==> src/rtl/lives_manager.sv <==
// lives_manager
// Game-state sequencer for pong. It walks the start, serve, play, respawn and
// game-over sequence, owns the remaining-lives count shown by the lives
// painter, and issues a one-cycle serve pulse to the ball logic.
//
// State table:
//   state      | meaning
//   IDLE       | no game running, waiting for start
//   SERVE_WAIT | counting frame ticks before launching the ball
//   PLAYING    | ball in play, reacting to miss / extra_life
//   GAME_OVER  | holding game_over for a number of frames, then back to IDLE
//
// Ports:
//   clk          in   system clock
//   rst          in   synchronous active-high reset
//   frame_tick   in   one-cycle pulse per video frame
//   start        in   start request (level, sampled high in IDLE)
//   miss         in   one-cycle pulse when the ball leaves the field
//   extra_life   in   one-cycle pulse awarding a life
//   lives        out  remaining lives (registered)
//   serve        out  one-cycle pulse on entry into PLAYING
//   ball_active  out  ball in play
//   game_over    out  high during GAME_OVER
//   state        out  FSM state for debug (IDLE=0 .. GAME_OVER=3)
module lives_manager #(
  parameter logic [1:0] START_LIVES     = 2'd3,
  parameter int         RESPAWN_FRAMES  = 60,
  parameter int         GAMEOVER_FRAMES = 180,
  parameter int         CNT_W           = 8
) (
  input  logic       clk,
  input  logic       rst,
  input  logic       frame_tick,
  input  logic       start,
  input  logic       miss,
  input  logic       extra_life,
  output logic [1:0] lives,
  output logic       serve,
  output logic       ball_active,
  output logic       game_over,
  output logic [2:0] state
);

  typedef enum logic [2:0] {
    IDLE       = 3'd0,
    SERVE_WAIT = 3'd1,
    PLAYING    = 3'd2,
    GAME_OVER  = 3'd3
  } state_e;

  // Delay counters hold "frames remaining minus one", so the terminal frame
  // is the one that arrives while the count is already zero.
  localparam logic [CNT_W-1:0] RESPAWN_LOAD  = CNT_W'(RESPAWN_FRAMES - 1);
  localparam logic [CNT_W-1:0] GAMEOVER_LOAD = CNT_W'(GAMEOVER_FRAMES - 1);

  state_e           state_q, state_d;
  logic [1:0]       lives_q, lives_d;
  logic [CNT_W-1:0] cnt_q, cnt_d;
  logic             serve_q, serve_d;
  logic             ball_active_q, ball_active_d;
  logic             game_over_q, game_over_d;

  always_ff @(posedge clk) begin
    if (rst) begin
      state_q       <= IDLE;
      lives_q       <= 2'd0;
      cnt_q         <= '0;
      serve_q       <= 1'b0;
      ball_active_q <= 1'b0;
      game_over_q   <= 1'b0;
    end else begin
      state_q       <= state_d;
      lives_q       <= lives_d;
      cnt_q         <= cnt_d;
      serve_q       <= serve_d;
      ball_active_q <= ball_active_d;
      game_over_q   <= game_over_d;
    end
  end

  always_comb begin
    state_d       = state_q;
    lives_d       = lives_q;
    cnt_d         = cnt_q;
    serve_d       = 1'b0;
    ball_active_d = ball_active_q;
    game_over_d   = game_over_q;

    unique case (state_q)
      IDLE: begin
        if (start) begin
          lives_d = START_LIVES;
          cnt_d   = RESPAWN_LOAD;
          state_d = SERVE_WAIT;
        end
      end

      SERVE_WAIT: begin
        if (frame_tick) begin
          if (cnt_q == '0) begin
            serve_d       = 1'b1;
            ball_active_d = 1'b1;
            state_d       = PLAYING;
          end else begin
            cnt_d = cnt_q - 1'b1;
          end
        end
      end

      PLAYING: begin
        if (miss) begin
          ball_active_d = 1'b0;
          // lives==0 here cannot happen legally; treat it as the last life
          // so the subtract below can never wrap to 3.
          if (lives_q <= 2'd1) begin
            lives_d     = 2'd0;
            cnt_d       = GAMEOVER_LOAD;
            game_over_d = 1'b1;
            state_d     = GAME_OVER;
          end else begin
            lives_d = lives_q - 2'd1;
            cnt_d   = RESPAWN_LOAD;
            state_d = SERVE_WAIT;
          end
        end else if (extra_life) begin
          lives_d = (lives_q == 2'd3) ? 2'd3 : lives_q + 2'd1;
        end
      end

      GAME_OVER: begin
        if (frame_tick) begin
          if (cnt_q == '0) begin
            game_over_d = 1'b0;
            state_d     = IDLE;
          end else begin
            cnt_d = cnt_q - 1'b1;
          end
        end
      end

      default: state_d = IDLE;
    endcase
  end

  assign lives       = lives_q;
  assign serve       = serve_q;
  assign ball_active = ball_active_q;
  assign game_over   = game_over_q;
  assign state       = state_q;

endmodule

==> config.mk <==
export PLATFORM = sky130hd
export DESIGN_NAME = lives_manager
export DESIGN_NICKNAME = d
export VERILOG_FILES = /design/src/rtl/lives_manager.sv
export SDC_FILE = /design/constraint.sdc
export NUM_CORES = 1
export LEC_CHECK = 0
export CAP_MARGIN = 20
export CORE_UTILIZATION = 50
export CTS_BUF_LIST = sky130_fd_sc_hd__clkbuf_8
export DETAILED_ROUTE_END_ITERATION = 6
export GPL_TIMING_DRIVEN = 0
export PLACE_DENSITY = 0.73
export SYNTH_ARGS = -nofsm -noshare
export SYNTH_HDL_FRONTEND = slang
export SYNTH_SLANG_ARGS = --single-unit
export TNS_END_PERCENT = 10
==> constraint.sdc <==
create_clock -name clk -period 2.51 [get_ports clk]
set_input_delay 0.3765 -clock clk [delete_from_list [all_inputs] [get_ports clk]]
set_output_delay 0.3765 -clock clk [all_outputs]
set_load 0.1 [all_outputs]
==> results of run 1 <==
-- cell families (layout without fill, tap and decap cells) --
group / Yosys count / in the layout / synth area share
compound gates: 32 / 32 / 0.270
fa+ha+maj: 2 / 2 / 0.0284
buf+inv: 16 / 31 / 0.0909
flops: 15 / 15 / 0.341
mux: 2 / 2 / 0.0298
other cells: 1 / 1 / 0.00426
simple gates: 36 / 36 / 0.236
-- final cells by class --
| cell class | instances | area, µm² |
|---|---|---|
| Fill cell | 138 | 520 |
| Sequential cell | 15 | 300 |
| Clock inverter | 1 | 3.75 |
| Multi-Input combinational cell | 73 | 500 |
| Tap cell | 16 | 20.0 |
| Inverter | 9 | 33.8 |
| Timing Repair Buffer | 11 | 110 |
| Clock buffer | 3 | 41.3 |
| Buffer | 7 | 46.3 |
-- how the worst max path moves through the flow --
stage | end | slack (ps)
6_report | lives[1] | 280
5_1_grt | lives[1] | 240
4_1_cts | lives[0] | 280
3_5_place_dp | lives[0] | 560
3_3_place_gp | cnt_q[5]$_SDFFE_PP0P_ | 580
2_1_floorplan | cnt_q[4]$_SDFFE_PP0P_ | 320
-- metrics by stage --
stage               utilization  instance area, µm²
floorplan                     -                 881
finish                    0.670                1060
detailed placement        0.641                1010
global placement          0.641                1010
CTS                       0.670                1060
global route              0.670                1060
-- cells in the final DEF (no fill, tap or decap), types with 2 or more instances in the layout --
cell | Yosys | routed
dfxtp_1 | 15 | 15
clkdlybuf4s50_1 | 0 | 11
inv_1 | 9 | 10
nor3_1 | 10 | 10
nand2_1 | 9 | 9
a21oi_1 | 8 | 8
nor2_1 | 5 | 5
a311oi_1 | 4 | 4
clkbuf_1 | 3 | 3
o21ai_0 | 3 | 3
clkbuf_8 | 0 | 3
buf_6 | 2 | 2
nor3b_1 | 2 | 2
and4_1 | 2 | 2
a2111o_1 | 2 | 2
o2111ai_1 | 2 | 2
a31o_2 | 2 | 2
a2bb2oi_1 | 2 | 2
o22ai_1 | 2 | 2
ha_1 | 2 | 2
-- power groups by stage --
stage	logic, mW	registers [mW]	clock network, mW
3_3_place_gp	0.221	0.291	0
2_1_floorplan	0.122	0.343	0
4_1_cts	0.226	0.287	0.197
6_report	0.227	0.288	0.191
5_1_grt	0.245	0.292	0.211
3_5_place_dp	0.225	0.292	0
-- state kept, by name (all words and copies together) (netlist names) --
register     cells
ball_active      1
cnt_q            8
game_over        1
lives            2
serve            1
state            2
-- metal layers --
layer | up-vias | routed length (µm) | global-route usage | share of wire
li1 | 419 | - | - | -
met2 | 16 | 954 | 0.364 | 0.48
met3 | 4 | 68 | 0.0625 | 0.034
met4 | 0 | 21 | 0.0727 | 0.011
met1 | 385 | 953 | 0.324 | 0.48
met5 | - | 0 | 0 | 0
==> out/qor.yml, run 1 <==
outcome: "finished, violations left"
violations: "design-rule violations"
setup_tns_ps: 0
tightest_slew_ps: 993
hold_buffers: 0
crit-reg2reg-launch: "cnt_q[0]$_SDFFE_PP0P_"
path_depth: 1
vias: 824
min_to: "ball_active$_SDFFE_PP0P_"
cp_cell_sequence: "clkdlybuf4s50_1"
post_cts_buffers: 0
gr-total-overflow: 0
dieArea_um2: 1930
synth_common_cells: "dfxtp_1 (15), nor3_1 (10), inv_1 (9), nand2_1 (9), a21oi_1 (8)"
yosysMostFrequentCell: "dfxtp_1"
ys_types: 38
p_switching_mw: 0.259
row_count: 14
drive_gt1_frac: 0.126
yosysSeqAreaShare: 0.341
hold_ws_ps: 471
fin_crit_ps: 2230
whs_path_depth: 2
initial_utilization: 0.559
seq_power_share: 0.408
synth-seq-cells: 15
finalMaxSlewViolations: 0
max-cap-violations: 0
endpoint_kind: "output port"
netlist_top_cells_area: "dfxtp_1 (34%), nor3_1 (5.7%), a21oi_1 (4.5%), a311oi_1 (4.0%), inv_1 (3.8%)"
hold_viol_final: 0
yosys_warnings: 0
rsz0062_at_grt: "no"
chipHeight_um: 44.0
grt_pass1_vias: 702
clock_latency_ps: 250
p_clk_frac: 0.270
post_drt_wl_per_cell_um: 14.8
max_freq_mhz: 449
fin_crit_sh: 0.888
antenna_found_initial: 0
async_reset_ff_frac: 0
cts_tree: "done"
drtPass1Iterations: 7
slew_headroom: 0.336
clockRootBuffer: "clkbuf_8"
setup_violations: 0
cp_max_fo: 6
power_density_nw_per_um2: 668
cts_made_buffers: 3
syn_area_per_cell_um2: 8.47
antenna_left: 0
synth_nets: 112
yosysTopAreaCell: "dfxtp_1"
coreArea_um2: 1580
cts_sinks: 15
grt_max_degree: 11
power_mw: 0.705
syn_to_final_growth_pct: 19.9
io_pins: 14
yosys.area.top_type_share: 0.341
crit_buf_inv: 1
hold_class: "reg -> reg"
vdd_ir_drop_max_v: 0.000509
place.gp.congestion: 0.799
startpoint_type: "flop"
reg2reg_depth: 7
cp-startpoint: "lives[1]$_SDFFE_PP0P_"
path_class: "reg -> out"
cpPeakStageDelay_ps: 1170
synth_edf_count: 0
clock-skew-final_ps: 2.57
rr_endpoint: "cnt_q[1]$_SDFFE_PP0P_"
ff2ff_setup_slack_ps: 620
final_cells: 135
synth_ff_type: "dfxtp_1"
grt_first_pass_wirelength_mm: 3.32
combPwrFrac: 0.321
leakagePower_nw: 0.399
insertedDiodeCount: 0
internal_power_mw: 0.447
swShare: 0.367
syn-cell-area_um2: 881
cts_resized: 0
drt_iter0_drc: 14
wl_mm: 2.00
remaining_drc_errors: 1
fp.dieW_um: 44.0
clk_pin_slew_ps: 60
dp_hpwl_mm: 1.43
arrival_ps: 1850
track_usage: 0.237
fin_ws_ps: 281
place_ws_ps: 562
place_inst: 131
via_per_inst: 6.10
hold_start: "ball_active$_SDFFE_PP0P_"
cts_buffer_depth: 2
nets: 128
syn_inst: 104
critPathRequiredTime_ps: 2130
crit_path_top_delay_cell: "clkdlybuf4s50_1"
port_buffers: 11
cts_htree_levels: 1
cp_top_family: "buffers and inverters"
Note: power is estimated with default switching activity, not from simulation.
==> run 2, diff against run 1 <==
--- a/config.mk
+++ b/config.mk
@@ -5,12 +5,15 @@
 export SDC_FILE = /design/constraint.sdc
 export NUM_CORES = 1
 export LEC_CHECK = 0
+export ABC_AREA = 1
 export CAP_MARGIN = 20
+export CORE_MARGIN = 2
 export CORE_UTILIZATION = 50
 export CTS_BUF_LIST = sky130_fd_sc_hd__clkbuf_8
 export DETAILED_ROUTE_END_ITERATION = 6
 export GPL_TIMING_DRIVEN = 0
 export PLACE_DENSITY = 0.73
+export SETUP_SLACK_MARGIN = 0.2
 export SYNTH_ARGS = -nofsm -noshare
 export SYNTH_HDL_FRONTEND = slang
 export SYNTH_SLANG_ARGS = --single-unit
==> run 2 against run 1 <==
Cell count is 27% higher. Global-route usage is 2.6 points lower. Synthesized cell count is 26% higher. Critical path type unchanged. The flow now finishes without violations. Cell area is 5.9% higher.
==> out/qor.yml, run 2 <==
antenna_found_initial: 0  # unchanged
hold_viol_final: 0  # unchanged
clock-skew-final_ps: 1.99  # was 2.57 ps
clockRootBuffer: "clkbuf_8"  # unchanged
drt_iter0_drc: 22  # was 14
arrival_ps: 1870  # was 1850 ps
power_density_nw_per_um2: 1280  # was 668 nW/µm²
dieArea_um2: 2200  # was 1930 µm²
largest_register_ff_count: 8  # unchanged
syn_area_per_cell_um2: 7.03  # was 8.47 µm²
yosysSeqAreaShare: 0.326  # was 0.341
gr-total-overflow: 0  # unchanged
startpoint_type: "flop"  # unchanged
cts_buffer_depth: 2  # unchanged
drtPass1Iterations: 4  # was 7
synth_edf_count: 0  # unchanged
setup_tns_ps: 0  # unchanged
grtUsageMet1: 0.283  # was 0.324
yosysMostFrequentCell: "nand2_1"  # was dfxtp_1
cts_resized: 0  # unchanged
yosys.area.top_type_share: 0.326  # was 0.341
track_usage: 0.211  # was 0.237
endpoint_kind: "output port"  # unchanged
yosys_warnings: 0  # unchanged
drive_gt1_frac: 0.211  # was 0.126
ys_types: 29  # was 38
syn-cell-area_um2: 921  # was 881 µm²
vias: 864  # was 824
place.gp.congestion: 0.816  # was 0.799
fp.dieW_um: 46.9  # was 44.0 µm
hold_ws_ps: 480  # was 471 ps
synth_ff_type: "dfxtp_1"  # unchanged
fin_crit_sh: 0.896  # was 0.888
max_freq_mhz: 445  # was 449 MHz
gr-usage-met3: 0.0346  # was 0.0625
cts_htree_levels: 1  # unchanged
hold_buffers: 0  # unchanged
netlist_top_cells_area: "dfxtp_1 (33%), nand2_1 (11%), inv_1 (6.1%), nand2_2 (5.4%), a21oi_2 (4.8%)"  # was dfxtp_1 (34%), nor3_1 (5.7%), a21oi_1 (4.5%), a311oi_1 (4.0%), inv_1 (3.8%)
final_area_um2: 1120  # was 1060 µm²
syn_inst: 131  # was 104
cts_tree: "done"  # unchanged
dp_hpwl_mm: 1.51  # was 1.43 mm
insertedDiodeCount: 0  # unchanged
antenna_left: 0  # unchanged
crit_buf_inv: 1  # unchanged
grt_max_degree: 11  # unchanged
coreArea_um2: 1730  # was 1580 µm²
hold_class: "reg -> reg"  # unchanged
yosysTopAreaCell: "dfxtp_1"  # unchanged
dpl-instance-area_um2: 1070  # was 1010 µm²
wl_mm: 2.01  # was 2.00 mm
top_register: "cnt_q"  # unchanged
chipHeight_um: 46.9  # was 44.0 µm
post_cts_buffers: 0  # unchanged
grt_pass1_vias: 739  # was 702
nets: 156  # was 128
synth_common_cells: "nand2_1 (28), dfxtp_1 (15), inv_1 (15)"  # was dfxtp_1 (15), nor3_1 (10), inv_1 (9), nand2_1 (9), a21oi_1 (8)
layout_commonest_cell: "nand2_1"  # was dfxtp_1
fin_crit_ps: 2250  # was 2230 ps
setup_violations: 0  # unchanged
finalMaxSlewViolations: 0  # unchanged
grt_first_pass_wirelength_mm: 3.19  # was 3.32 mm
clk_pin_slew_ps: 60  # about the same
path_class: "reg -> out"  # unchanged
cts_made_buffers: 3  # unchanged
io_pins: 14  # unchanged
max-cap-violations: 0  # unchanged
clock_latency_ps: 250  # about the same
via_per_inst: 5.02  # was 6.10
rsz0062_at_grt: "no"  # unchanged
post_drt_wl_per_cell_um: 11.7  # was 14.8 µm
remaining_drc_errors: 0  # was 1
critPathRequiredTime_ps: 2130  # about the same
top_usage_layer: "met2"  # unchanged
use_met2: 0.337  # was 0.364
power_mw: 1.43  # was 0.705 mW
slew_headroom: 0.353  # was 0.336
crit_path_top_delay_cell: "clkdlybuf4s50_1"  # unchanged
cp_top_family: "buffers and inverters"  # unchanged
cp_max_fo: 6  # unchanged
port_buffers: 12  # was 11
initial_utilization: 0.533  # was 0.559
vdd_ir_drop_max_v: 0.000625  # was 0.000509 V
leakagePower_nw: 0.476  # was 0.399 nW
cpPeakStageDelay_ps: 1180  # was 1170 ps
syn_to_final_growth_pct: 21.5  # was 19.9%
final_cell_mix: "nand2_1 (28), inv_1 (15), dfxtp_1 (15), clkdlybuf4s50_1 (12), nor2_1 (11)"  # was dfxtp_1 (15), clkdlybuf4s50_1 (11), inv_1 (10), nor3_1 (10), nand2_1 (9)
cp_cell_sequence: "clkdlybuf4s50_1"  # unchanged
cts_sinks: 15  # unchanged
outcome: "finished, final reports clean"  # was finished, violations left
async_reset_ff_frac: 0  # unchanged
synth_nets: 139  # was 112
row_count: 15  # was 14
tightest_slew_ps: 967  # was 993 ps
synth-seq-cells: 15  # unchanged
## run 2: cell count changes after synthesis, moves of 3 or more
cell / delta
a21oi_2: +4
a311oi_1: -4
inv_1: +6
nand2_1: +19
nand2_2: +8
nand3_1: +5
nor2_1: +6
nor2_2: +5
nor3_1: -8
xor2_1: +3
## run 2: per-stage QoR
step / setup WS, ps / util / std cells
final: 261 / 0.648 / 172
after global routing: 220 / 0.648 / 172
after CTS: 256 / 0.648 / 172
after detailed placement: 532 / 0.621 / 168
after global placement: 545 / 0.621 / 168
after floorplan: 517 / - / 131
## run 2: final timing paths
check / start / endpoint / slack, ps / cells after the start
worst max-delay path: state[1]$_SDFFE_PP0P_ / state[1] / 260 / 1
worst max register to register: cnt_q[0]$_SDFFE_PP0P_ / cnt_q[3]$_SDFFE_PP0P_ / 980 / 9
worst min-delay path: game_over$_SDFFE_PP0P_ / game_over$_SDFFE_PP0P_ / 480 / 2
worst min register to register: game_over$_SDFFE_PP0P_ / game_over$_SDFFE_PP0P_ / 480 / 2
## run 2: layout make-up
| class | count | area [µm²] |
|---|---|---|
| Sequential cell | 15 | 300 |
| Buffer | 3 | 22.5 |
| Multi-Input combinational cell | 95 | 523 |
| Clock buffer | 3 | 41.3 |
| Inverter | 18 | 75.1 |
| Timing Repair Buffer | 12 | 120 |
| Tap cell | 25 | 31.3 |
| Fill cell | 170 | 608 |
| Clock inverter | 1 | 5.00 |
## run 2: kinds of logic (layout without fill, tap and decap cells)
kind of cell | Yosys count | count (layout) | share of synthesized area
AND/OR/NAND/NOR | 66 | 66 | 0.349
AO/OA/AOI/OAI | 23 | 23 | 0.159
buffers and inverters | 21 | 37 | 0.106
flip-flops | 15 | 15 | 0.326
XOR/XNOR | 3 | 3 | 0.0285
adder cells (fa/ha/maj) | 2 | 2 | 0.0272
other | 1 | 1 | 0.00407
## run 2: where the power goes
part	internal (mW)	total (mW)	leakage [nW]	switching, mW
Sequential	0.309	0.380	0.124	0.0710
Clock	0.110	0.201	0.0255	0.0907
Combinational	0.263	0.846	0.327	0.582
## run 2: metal layers
layer  routed length (µm)  share of wire
met5                    0              0
met4                   34          0.017
met3                   76          0.038
met2                  924           0.46
met1                  978           0.49
==> run 3, diff against run 2 <==
--- a/config.mk
+++ b/config.mk
@@ -7,7 +7,7 @@
 export LEC_CHECK = 0
 export ABC_AREA = 1
 export CAP_MARGIN = 20
-export CORE_MARGIN = 2
+export CORE_MARGIN = 1
 export CORE_UTILIZATION = 50
 export CTS_BUF_LIST = sky130_fd_sc_hd__clkbuf_8
 export DETAILED_ROUTE_END_ITERATION = 6
==> run 3 against run 2 <==
Global-route usage up 1.2 points. Clock skew up 0.78 ps. Die area down 8.3%. Cell area down 0.11%. Wire length down 5.7%. Sequential cell count unchanged. Count of clock-buffer cells in the layout unchanged. Combinational power down 2%. Via count down 2.1%. Largest cell class unchanged. Power down 1.5%. Sequential share of layout area about the same. Maximum frequency down 0.44%.
==> out/qor.yml, run 3 (synthesis results as in run 2) <==
grt_pass1_vias: 718  # was 739
internal_power_mw: 0.681  # was 0.682 mW
post_cts_buffers: 0  # unchanged
clock-skew-final_ps: 2.77  # was 1.99 ps
io_pins: 14  # unchanged
arrival_ps: 1880  # was 1870 ps
startpoint_type: "flop"  # unchanged
cts_sinks: 15  # unchanged
slew_headroom: 0.357  # was 0.353
leakagePower_nw: 0.477  # was 0.476 nW
final_area_um2: 1120  # about the same
fin_crit_ps: 2260  # was 2250 ps
clock_latency_ps: 250  # about the same
gr-total-overflow: 0  # unchanged
layout_commonest_cell: "nand2_1"  # unchanged
outcome: "finished, final reports clean"  # unchanged
track_usage: 0.222  # was 0.211
hold_viol_final: 0  # unchanged
max-cap-violations: 0  # unchanged
dpl-instance-area_um2: 1070  # unchanged
cpPeakStageDelay_ps: 1180  # about the same
hold_buffers: 0  # unchanged
fin_util: 0.647  # was 0.648
place.gp.congestion: 0.841  # was 0.816
wl_mm: 1.90  # was 2.01 mm
drt_iter0_drc: 29  # was 22
coreArea_um2: 1730  # unchanged
top_register: "cnt_q"  # unchanged
port_buffers: 12  # unchanged
combPwrFrac: 0.591  # was 0.593
cts_htree_levels: 1  # unchanged
fin_ws_ps: 251  # was 261 ps
antenna_found_initial: 0  # unchanged
max_freq_mhz: 443  # was 445 MHz
grt_first_pass_wirelength_mm: 3.24  # was 3.19 mm
fin_crit_sh: 0.900  # was 0.896
initial_utilization: 0.533  # unchanged
place_ws_ps: 517  # was 532 ps
fp.dieW_um: 44.9  # was 46.9 µm
crit_buf_inv: 1  # unchanged
final_cell_mix: "nand2_1 (28), inv_1 (16), dfxtp_1 (15), clkdlybuf4s50_1 (12), nor2_1 (11)"  # was nand2_1 (28), inv_1 (15), dfxtp_1 (15), clkdlybuf4s50_1 (12), nor2_1 (11)
setup_tns_ps: 0  # unchanged
via_per_inst: 4.92  # was 5.02
dieArea_um2: 2020  # was 2200 µm²
grt_max_degree: 11  # unchanged
largest_register_ff_count: 8  # unchanged
post_drt_wl_per_cell_um: 11.0  # was 11.7 µm
cts_resized: 0  # unchanged
clk_pin_slew_ps: 60  # about the same
setup_violations: 0  # unchanged
endpoint_kind: "output port"  # unchanged
seq_power_share: 0.272  # was 0.266
drive_gt1_frac: 0.204  # was 0.211
p_clk_frac: 0.137  # was 0.141
cts_made_buffers: 3  # unchanged
antenna_left: 0  # unchanged
vdd_ir_drop_max_v: 0.000766  # was 0.000625 V
finalMaxSlewViolations: 0  # unchanged
nets: 156  # unchanged
cp_cell_sequence: "clkdlybuf4s50_1"  # unchanged
rsz0062_at_grt: "no"  # unchanged
cts_buffer_depth: 2  # unchanged
critPathRequiredTime_ps: 2130  # about the same
cts_tree: "done"  # unchanged
cp_max_fo: 6  # unchanged
row_count: 15  # unchanged
hold_class: "reg -> reg"  # unchanged
chipHeight_um: 44.9  # was 46.9 µm
drtPass1Iterations: 4  # unchanged
swShare: 0.515  # was 0.522
dp_hpwl_mm: 1.45  # was 1.51 mm
crit_path_top_delay_cell: "clkdlybuf4s50_1"  # unchanged
cp_top_family: "buffers and inverters"  # unchanged
remaining_drc_errors: 0  # unchanged
power_density_nw_per_um2: 1260  # was 1280 nW/µm²
path_class: "reg -> out"  # unchanged
vias: 846  # was 864
p_switching_mw: 0.724  # was 0.744 mW
syn_to_final_growth_pct: 21.3  # was 21.5%
tightest_slew_ps: 962  # was 967 ps
clockRootBuffer: "clkbuf_8"  # unchanged
insertedDiodeCount: 0  # unchanged
run 3: cell types whose count changed in the layout (fill, tap and decap cells not counted), sizes merged:
cell	previous run	this run
clkinv	1	0
inv	18	19
run 3: tightest hold or removal path, delay by kind of cell (launching register included):
| kind | cells | cell delay [ps] |
|---|---|---|
| compound gates | 2 | 130 |
| flops | 1 | 310 |
run 3: power groups by stage:
stage	Sequential [mW]	Combinational [mW]	Clock, mW
global route	0.391	0.925	0.206
detailed placement	0.386	0.830	0
floorplan	0.552	0.506	0
CTS	0.381	0.834	0.197
global placement	0.381	0.820	0
finish	0.382	0.830	0.193
run 3: final cells by class:
type                    instances  area (µm²)
clock inverters                 1        3.75
fillers                       162         609
repair buffers                 12         120
well taps                      25        31.3
inverters                      18        75.1
flip-flops and latches         15         300
clock buffers                   3        41.3
multi-input cells              95         523
plain buffers                   3        22.5
run 3: path summary, 6_finish.rpt:
path	to	cells past startpoint	from	slack, ps
setup / recovery	state[1]	1	state[1]$_SDFFE_PP0P_	250
hold / removal	game_over$_SDFFE_PP0P_	2	game_over$_SDFFE_PP0P_	480
setup reg to reg	cnt_q[3]$_SDFFE_PP0P_	9	cnt_q[0]$_SDFFE_PP0P_	1010
hold reg to reg	game_over$_SDFFE_PP0P_	2	game_over$_SDFFE_PP0P_	480
run 3: through the flow:
step,total power [mW],std cells,hold slack (ps)
finish,1.40,172,478
global route,1.52,172,507
CTS,1.41,172,480
detailed placement,1.22,168,472
global placement,1.20,168,463
floorplan,1.06,131,462
run 3: per-layer routing:
layer,wire (µm),vias up,global-route usage
met2,832,20,0.344
met3,108,2,0.0760
met4,4,0,0.0364
met5,0,-,0
met1,955,375,0.305
li1,-,449,-
